--- config.mk ---
export PLATFORM = sky130hd
export DESIGN_NAME = fp_mult_sched
export DESIGN_NICKNAME = d
export VERILOG_FILES = /design/src/rtl/fp_mult_sched.sv
export SDC_FILE = /design/constraint.sdc
export NUM_CORES = 1
export LEC_CHECK = 0
export BUFFER_PORTS_ARGS = -buffer_cell sky130_fd_sc_hd__buf_2
export CAP_MARGIN = 15
export CORE_AREA = 5 5 165 167
export CTS_CLUSTER_SIZE = 25
export DETAILED_ROUTE_END_ITERATION = 6
export DIE_AREA = 0 0 170 172
export GPL_ROUTABILITY_DRIVEN = 0
export PLACE_DENSITY = 0.72
export SYNTH_ARGS = -nofsm -noshare
export SYNTH_HDL_FRONTEND = slang
export SYNTH_SLANG_ARGS = --single-unit
--- constraint.sdc ---
create_clock -name clk -period 3.3 [get_ports clk]
set_input_delay 0.33 -clock clk [delete_from_list [all_inputs] [get_ports clk]]
set_output_delay 0.33 -clock clk [all_outputs]
set_load 0.05 [all_outputs]
--- src/rtl/fp_mult_sched.sv ---
// Round-robin scheduler sharing one fp_mult between NREQ clients.
// Results return in issue order through a credit-guarded response FIFO.
module fp_mult_sched #(
   parameter int NREQ       = 4,
   parameter int LAT        = 1,
   parameter int FIFO_DEPTH = 4
) (
   input  logic                 clk,
   input  logic                 rst,
   input  logic [NREQ-1:0]      req_valid,
   output logic [NREQ-1:0]      req_ready,
   input  logic [NREQ*32-1:0]   req_a,
   input  logic [NREQ*32-1:0]   req_b,
   input  logic [NREQ*3-1:0]    req_rnd,
   output logic [31:0]          mult_a,
   output logic [31:0]          mult_b,
   output logic [2:0]           mult_rnd,
   input  logic [31:0]          mult_z,
   input  logic [7:0]           mult_status,
   output logic                 resp_valid,
   input  logic                 resp_ready,
   output logic [31:0]          resp_z,
   output logic [7:0]           resp_status,
   output logic [((NREQ > 1) ? $clog2(NREQ) : 1)-1:0] resp_id,
   output logic                 busy
);

   localparam int IDW = (NREQ > 1) ? $clog2(NREQ) : 1;
   localparam int PW  = (FIFO_DEPTH > 1) ? $clog2(FIFO_DEPTH) : 1;
   localparam int CW  = $clog2(FIFO_DEPTH + 1);

   logic [IDW-1:0] r_ptr;
   logic [LAT-1:0] r_pv;
   logic [IDW-1:0] r_pid [LAT];
   logic [31:0]    r_fz  [FIFO_DEPTH];
   logic [7:0]     r_fs  [FIFO_DEPTH];
   logic [IDW-1:0] r_fid [FIFO_DEPTH];
   logic [PW-1:0]  r_wr;
   logic [PW-1:0]  r_rd;
   logic [CW-1:0]  r_cnt;

   logic           w_found;
   logic [IDW-1:0] w_gid;
   logic [CW-1:0]  w_infl;
   logic           w_can;
   logic           w_issue;
   logic           w_push;
   logic           w_pop;

   function automatic logic [IDW-1:0] wrap_add(logic [IDW-1:0] p, int k);
      int s;
      s = int'(p) + k;
      if (s >= NREQ) s = s - NREQ;
      return IDW'(s);
   endfunction

   function automatic logic [PW-1:0] ptr_inc(logic [PW-1:0] p);
      return (p == PW'(FIFO_DEPTH - 1)) ? '0 : p + 1'b1;
   endfunction

   always_comb begin
      w_found = 1'b0;
      w_gid   = '0;
      for (int k = 0; k < NREQ; k++) begin
         if (!w_found && req_valid[wrap_add(r_ptr, k)]) begin
            w_found = 1'b1;
            w_gid   = wrap_add(r_ptr, k);
         end
      end
   end

   // Pops in the same cycle are deliberately not credited back.
   always_comb begin
      w_infl = '0;
      for (int i = 0; i < LAT; i++) w_infl = w_infl + CW'(r_pv[i]);
   end

   assign w_can   = rst && (({1'b0, r_cnt} + {1'b0, w_infl}) < (CW+1)'(FIFO_DEPTH));
   assign w_issue = w_found && w_can;

   always_comb begin
      req_ready = '0;
      mult_a    = '0;
      mult_b    = '0;
      mult_rnd  = '0;
      if (w_issue) begin
         req_ready[w_gid] = 1'b1;
         mult_a   = req_a[32*w_gid +: 32];
         mult_b   = req_b[32*w_gid +: 32];
         mult_rnd = req_rnd[3*w_gid +: 3];
      end
   end

   always_ff @(posedge clk) begin
      if (!rst) begin
         r_ptr <= '0;
         r_pv  <= '0;
      end else begin
         if (w_issue) r_ptr <= wrap_add(w_gid, 1);
         r_pv[0] <= w_issue;
         for (int i = 1; i < LAT; i++) r_pv[i] <= r_pv[i-1];
      end
   end

   always_ff @(posedge clk) begin
      r_pid[0] <= w_gid;
      for (int i = 1; i < LAT; i++) r_pid[i] <= r_pid[i-1];
   end

   assign w_push     = r_pv[LAT-1];
   assign resp_valid = (r_cnt != '0);
   assign w_pop      = resp_valid && resp_ready;

   always_ff @(posedge clk) begin
      if (!rst) begin
         r_wr  <= '0;
         r_rd  <= '0;
         r_cnt <= '0;
      end else begin
         if (w_push) r_wr <= ptr_inc(r_wr);
         if (w_pop)  r_rd <= ptr_inc(r_rd);
         if (w_push && !w_pop)      r_cnt <= r_cnt + 1'b1;
         else if (!w_push && w_pop) r_cnt <= r_cnt - 1'b1;
      end
   end

   always_ff @(posedge clk) begin
      if (w_push) begin
         r_fz[r_wr]  <= mult_z;
         r_fs[r_wr]  <= mult_status;
         r_fid[r_wr] <= r_pid[LAT-1];
      end
   end

   assign resp_z      = resp_valid ? r_fz[r_rd]  : '0;
   assign resp_status = resp_valid ? r_fs[r_rd]  : '0;
   assign resp_id     = resp_valid ? r_fid[r_rd] : '0;
   assign busy        = (|r_pv) || resp_valid;

endmodule

==> impl_table.tex <==
\begin{tabular}{lr}
\hline
Metric & Value \\
\hline
\multicolumn{2}{l}{\textbf{Outcome}} \\
\quad Run status & finished clean \\
\multicolumn{2}{l}{\textbf{Critical path}} \\
\quad Worst-path maximum fanout & 52 \\
\quad Startpoint of the most critical register-to-register path & r\_cnt[0] \\
\quad CP endpoint kind & primary output \\
\quad R2r endpoint & r\_cnt[2] \\
\quad Critical path destination & mult\_b[31] \\
\quad Required time worst endpoint & 2970 ps \\
\quad Startpoint kind of the worst setup timing path & register \\
\quad Launching element of the worst setup path & r\_ptr[0] \\
\quad Reg2Reg Depth & 8 \\
\quad R2R setup slack & slightly above 1000 ps \\
\quad Critical Setup Path Class & register to primary output \\
\quad WP data arrival & 2880 ps \\
\multicolumn{2}{l}{\textbf{Global route}} \\
\quad GR peak layer & met2 \\
\quad Antenna violations before repair & 11 \\
\quad Overall Global Routing Usage & about a quarter \\
\quad Met1 capacity usage during global routing & between 30\% and 40\% \\
\quad First-pass GRT wire length & between 40 and 50 mm \\
\quad Overflow left after global routing & 0 \\
\quad Met3 Use GR & 10.91\% \\
\quad Pin count of the biggest net entering global routing & 53 \\
\quad Grt met2 use & around 35\% \\
\quad Number of global-route vias before repair & roughly 7,300 \\
\multicolumn{2}{l}{\textbf{Run}} \\
\quad Max-cap check violation count & 0 \\
\multicolumn{2}{l}{\textbf{Die}} \\
\quad Number of top-level design ports & 430 \\
\quad Initial Util & a little over a third \\
\quad Die area & 29,240 um\^{}2 \\
\quad Number of core rows & 59 \\
\quad Horizontal die dimension & 170 um \\
\quad Height of the die & roughly 170 um \\
\quad Floorplan core area & approximately 26,000 um\^{}2 \\
\multicolumn{2}{l}{\textbf{Detailed routing}} \\
\quad Total number of vias & between 7,000 and 8,000 \\
\quad Remaining design rule violation count & 0 \\
\quad Remaining antenna violation count after routing & 0 \\
\quad Routed length per placed instance & 26.18 um \\
\quad Vias per cell & around 5.4 \\
\quad Starting DRT DRC Count & between 700 and 800 \\
\quad Total wire length after detailed routing & 36.68 mm \\
\quad Initial DRT Pass Iterations & 5 \\
\multicolumn{2}{l}{\textbf{STA}} \\
\quad Worst hold slack & around 130 ps \\
\quad Worst slew pin tran & between 700 and 800 ps \\
\quad Endpoints failing setup & 0 \\
\quad Final worst-path cycle share & a little over nine tenths \\
\quad Highest achievable clock rate & between 300 and 400 MHz \\
\quad Minimum period implied by the final worst setup slack & approximately 3200 ps \\
\quad Pins over their slew limit & 0 \\
\quad Worst slew margin relative to its limit & between 40\% and 50\% \\
\quad TNS Setup & 0 ps \\
\quad Clock skew after layout & roughly 7.2 ps \\
\quad Final number of hold-violating endpoints & 0 \\
\quad Unrepaired setup endpoints after global routing & no \\
\multicolumn{2}{l}{\textbf{Yosys}} \\
\quad Count of cell types in the netlist & 40 \\
\quad Area of the mapped netlist & between 9000 and 10,000 um\^{}2 \\
\quad Mean post-synth cell area & 14.70 um\^{}2 \\
\quad Syn Inst Count & 630 \\
\quad Number of warnings printed during yosys synthesis & 0 \\
\quad \#FFs+latches synth & about 180 \\
\quad Portion of the post-synthesis area used by sequential elements & between 50\% and 60\% \\
\quad Post-synthesis net count & 952 \\
\multicolumn{2}{l}{\textbf{Clock network}} \\
\quad Largest buffer count on any clock path & 2 \\
\quad H-tree depth & 4 \\
\quad Clock insertion delay at the later pin of the skew report & around 410 ps \\
\quad Number of buffers created by CTS & 17 \\
\quad Cell chosen for the clock root & clkbuf\_16 \\
\quad TritonCTS clock tree & done \\
\quad CTS Hold Bufs & 0 \\
\quad Clock-pin slew reported for the worst setup and hold paths after clock tree synthesis & $\sim$70 ps \\
\quad Post-CTS setup repair buffer count & 0 \\
\quad Number of clock sinks seen by CTS & approximately 180 \\
\multicolumn{2}{l}{\textbf{Power and ir drop}} \\
\quad Static Leakage & around 5.6 nW \\
\quad Power density cells & just over 800 nW/um\^{}2 \\
\quad Maximum VDD drop & 0.9043 mV \\
\multicolumn{2}{l}{\textbf{Finish}} \\
\quad Proportion of layout cells with a drive suffix above 1 & between 50\% and 60\% \\
\quad Area of the multi-input gates & 3691 um\^{}2 \\
\quad Most frequent standard cell in the layout excluding fill and tap cells & buf\_2 \\
\quad Commonest cells after routing, fill and taps aside & 417 x buf\_2, 168 x edfxtp\_1, 112 x mux2i\_1 \\
\quad Fill cell count & 2,245 \\
\quad Signed area change from the synthesized netlist to the final layout & 36.38\% \\
\quad Sequential cell area in the final layout & 5330 um\^{}2 \\
\quad Net count reported at finish & $\sim$1,400 \\
\multicolumn{2}{l}{\textbf{Hold path}} \\
\quad Hold Crit Class & primary input to register \\
\multicolumn{2}{l}{\textbf{Placement}} \\
\quad Input/output buffers & approximately 430 \\
\quad DP Wirelength & slightly below 30 mm \\
\hline
\end{tabular}
-- per-stage QoR --
step / setup WS, ps / area, um^2 / cells / total power [mW] / utilization (%)
3_5_place_dp: 276.6 / 11990 / 1364 / 8.489 / 46.82
3_3_place_gp: 310.9 / 11990 / 1364 / 8.456 / 46.82
5_1_grt: 19.27 / 12630 / 1399 / 10.85 / 49.29
6_report: 85.05 / 12630 / 1401 / 10.40 / 49.31
2_1_floorplan: 739.4 / 9261 / 630 / 6.869 / -
4_1_cts: 19.37 / 12590 / 1396 / 10.46 / 49.15
-- layer usage --
layer	routed length, um	vias up
li1	-	3362
met1	14660	3726
met2	16720	410
met3	4823	38
met4	417	10
met5	65	-
-- cells in the mapped netlist, drive strengths merged --
cell | n | share of area, %
edfxtp | 168 | 54
mux2i | 117 | 13
and2 | 47 | 3.2
o22ai | 47 | 3.2
mux4 | 42 | 10
buf | 29 | 2.2
clkbuf | 27 | 1.1
o21ai | 24 | 1.3
nand3 | 22 | 1.2
and3 | 21 | 1.4
a221o | 20 | 2.2
dfxtp | 14 | 3.0
nor2 | 7 | 0.31
nor2b | 7 | 0.50
ha | 6 | 0.81
nand2 | 5 | 0.20
inv | 4 | 0.16
a21oi | 3 | 0.16
a211o | 2 | 0.19
a21boi | 2 | 0.16
o21ba | 2 | 0.22
or3 | 2 | 0.14
xnor2 | 2 | 0.19
a211oi | 1 | 0.081
a21o | 1 | 0.081
clkinv | 1 | 0.054
fa | 1 | 0.22
nor3 | 1 | 0.054
nor4 | 1 | 0.068
nor4bb | 1 | 0.11
o21bai | 1 | 0.081
or2 | 1 | 0.068
xor2 | 1 | 0.095
-- logic make-up (layout without fill, tap and decap cells) --
group / Yosys count / count (layout) / share of synthesized area, %
flip-flops: 182 / 182 / 57.50
multiplexers: 159 / 159 / 22.86
AND/OR/NAND/NOR: 115 / 115 / 7.228
AO/OA/AOI/OAI: 103 / 103 / 7.606
buffers and inverters: 61 / 492 / 3.499
adder cells (fa/ha/maj): 7 / 7 / 1.027
XOR/XNOR: 3 / 3 / 0.2838
other: 0 / 5 / 0
-- repair_timing --
item | 4_1_cts | 5_1_grt
resized for setup | 2 | 5
setup endpoints to repair | 2 | 4
cloned | 0 | 0
-- state kept, by name, indices dropped and copies added, names as in the netlist, named ones only --
register and count:
r_cnt 3, r_ptr 2, r_pv 1, r_rd 2, r_wr 2, r_pid 2, r_fz 128, r_fid 8
r_fs 32
-- final cells by class --
type / instances / area share, %
Sequential cell: 182 / 42.20
Multi-Input combinational cell: 387 / 29.22
Timing Repair Buffer: 455 / 20.33
Clock buffer: 17 / 3.368
Tap cell: 335 / 3.318
Clock inverter: 15 / 1.308
Inverter: 5 / 0.1585
Antenna cell: 5 / 0.09906
-- worst max-delay path, cell delays in order (launching register included) --
cell and delay [ps]:
dfxtp_1 330, nor2b_1 250, a21o_1 150, a211o_4 350, buf_16 360, mux2i_1 580
o22ai_1 170, buf_2 250
-- where the power goes --
| group | internal [mW] | switching, mW |
|---|---|---|
| clock | 1.07 | 0.887 |
| combinational | 1.72 | 3.77 |
| sequential | 2.81 | 0.147 |
-- worst min path at each step --
| stage | startpoint | to | slack, ps | cells after the start |
|---|---|---|---|---|
| 2_1_floorplan | mult_status[0] | r_fs[0][0] | 430 | 0 |
| 3_3_place_gp | r_pid[0][0] | r_fid[2][0] | 470 | 0 |
| 3_5_place_dp | r_pid[0][1] | r_fid[3][1] | 480 | 0 |
| 4_1_cts | mult_z[2] | r_fz[1][2] | 110 | 1 |
| 5_1_grt | mult_z[9] | r_fz[2][9] | 110 | 1 |
| 6_report | mult_z[2] | r_fz[1][2] | 130 | 1 |
Power figures use the tool's default switching activity.
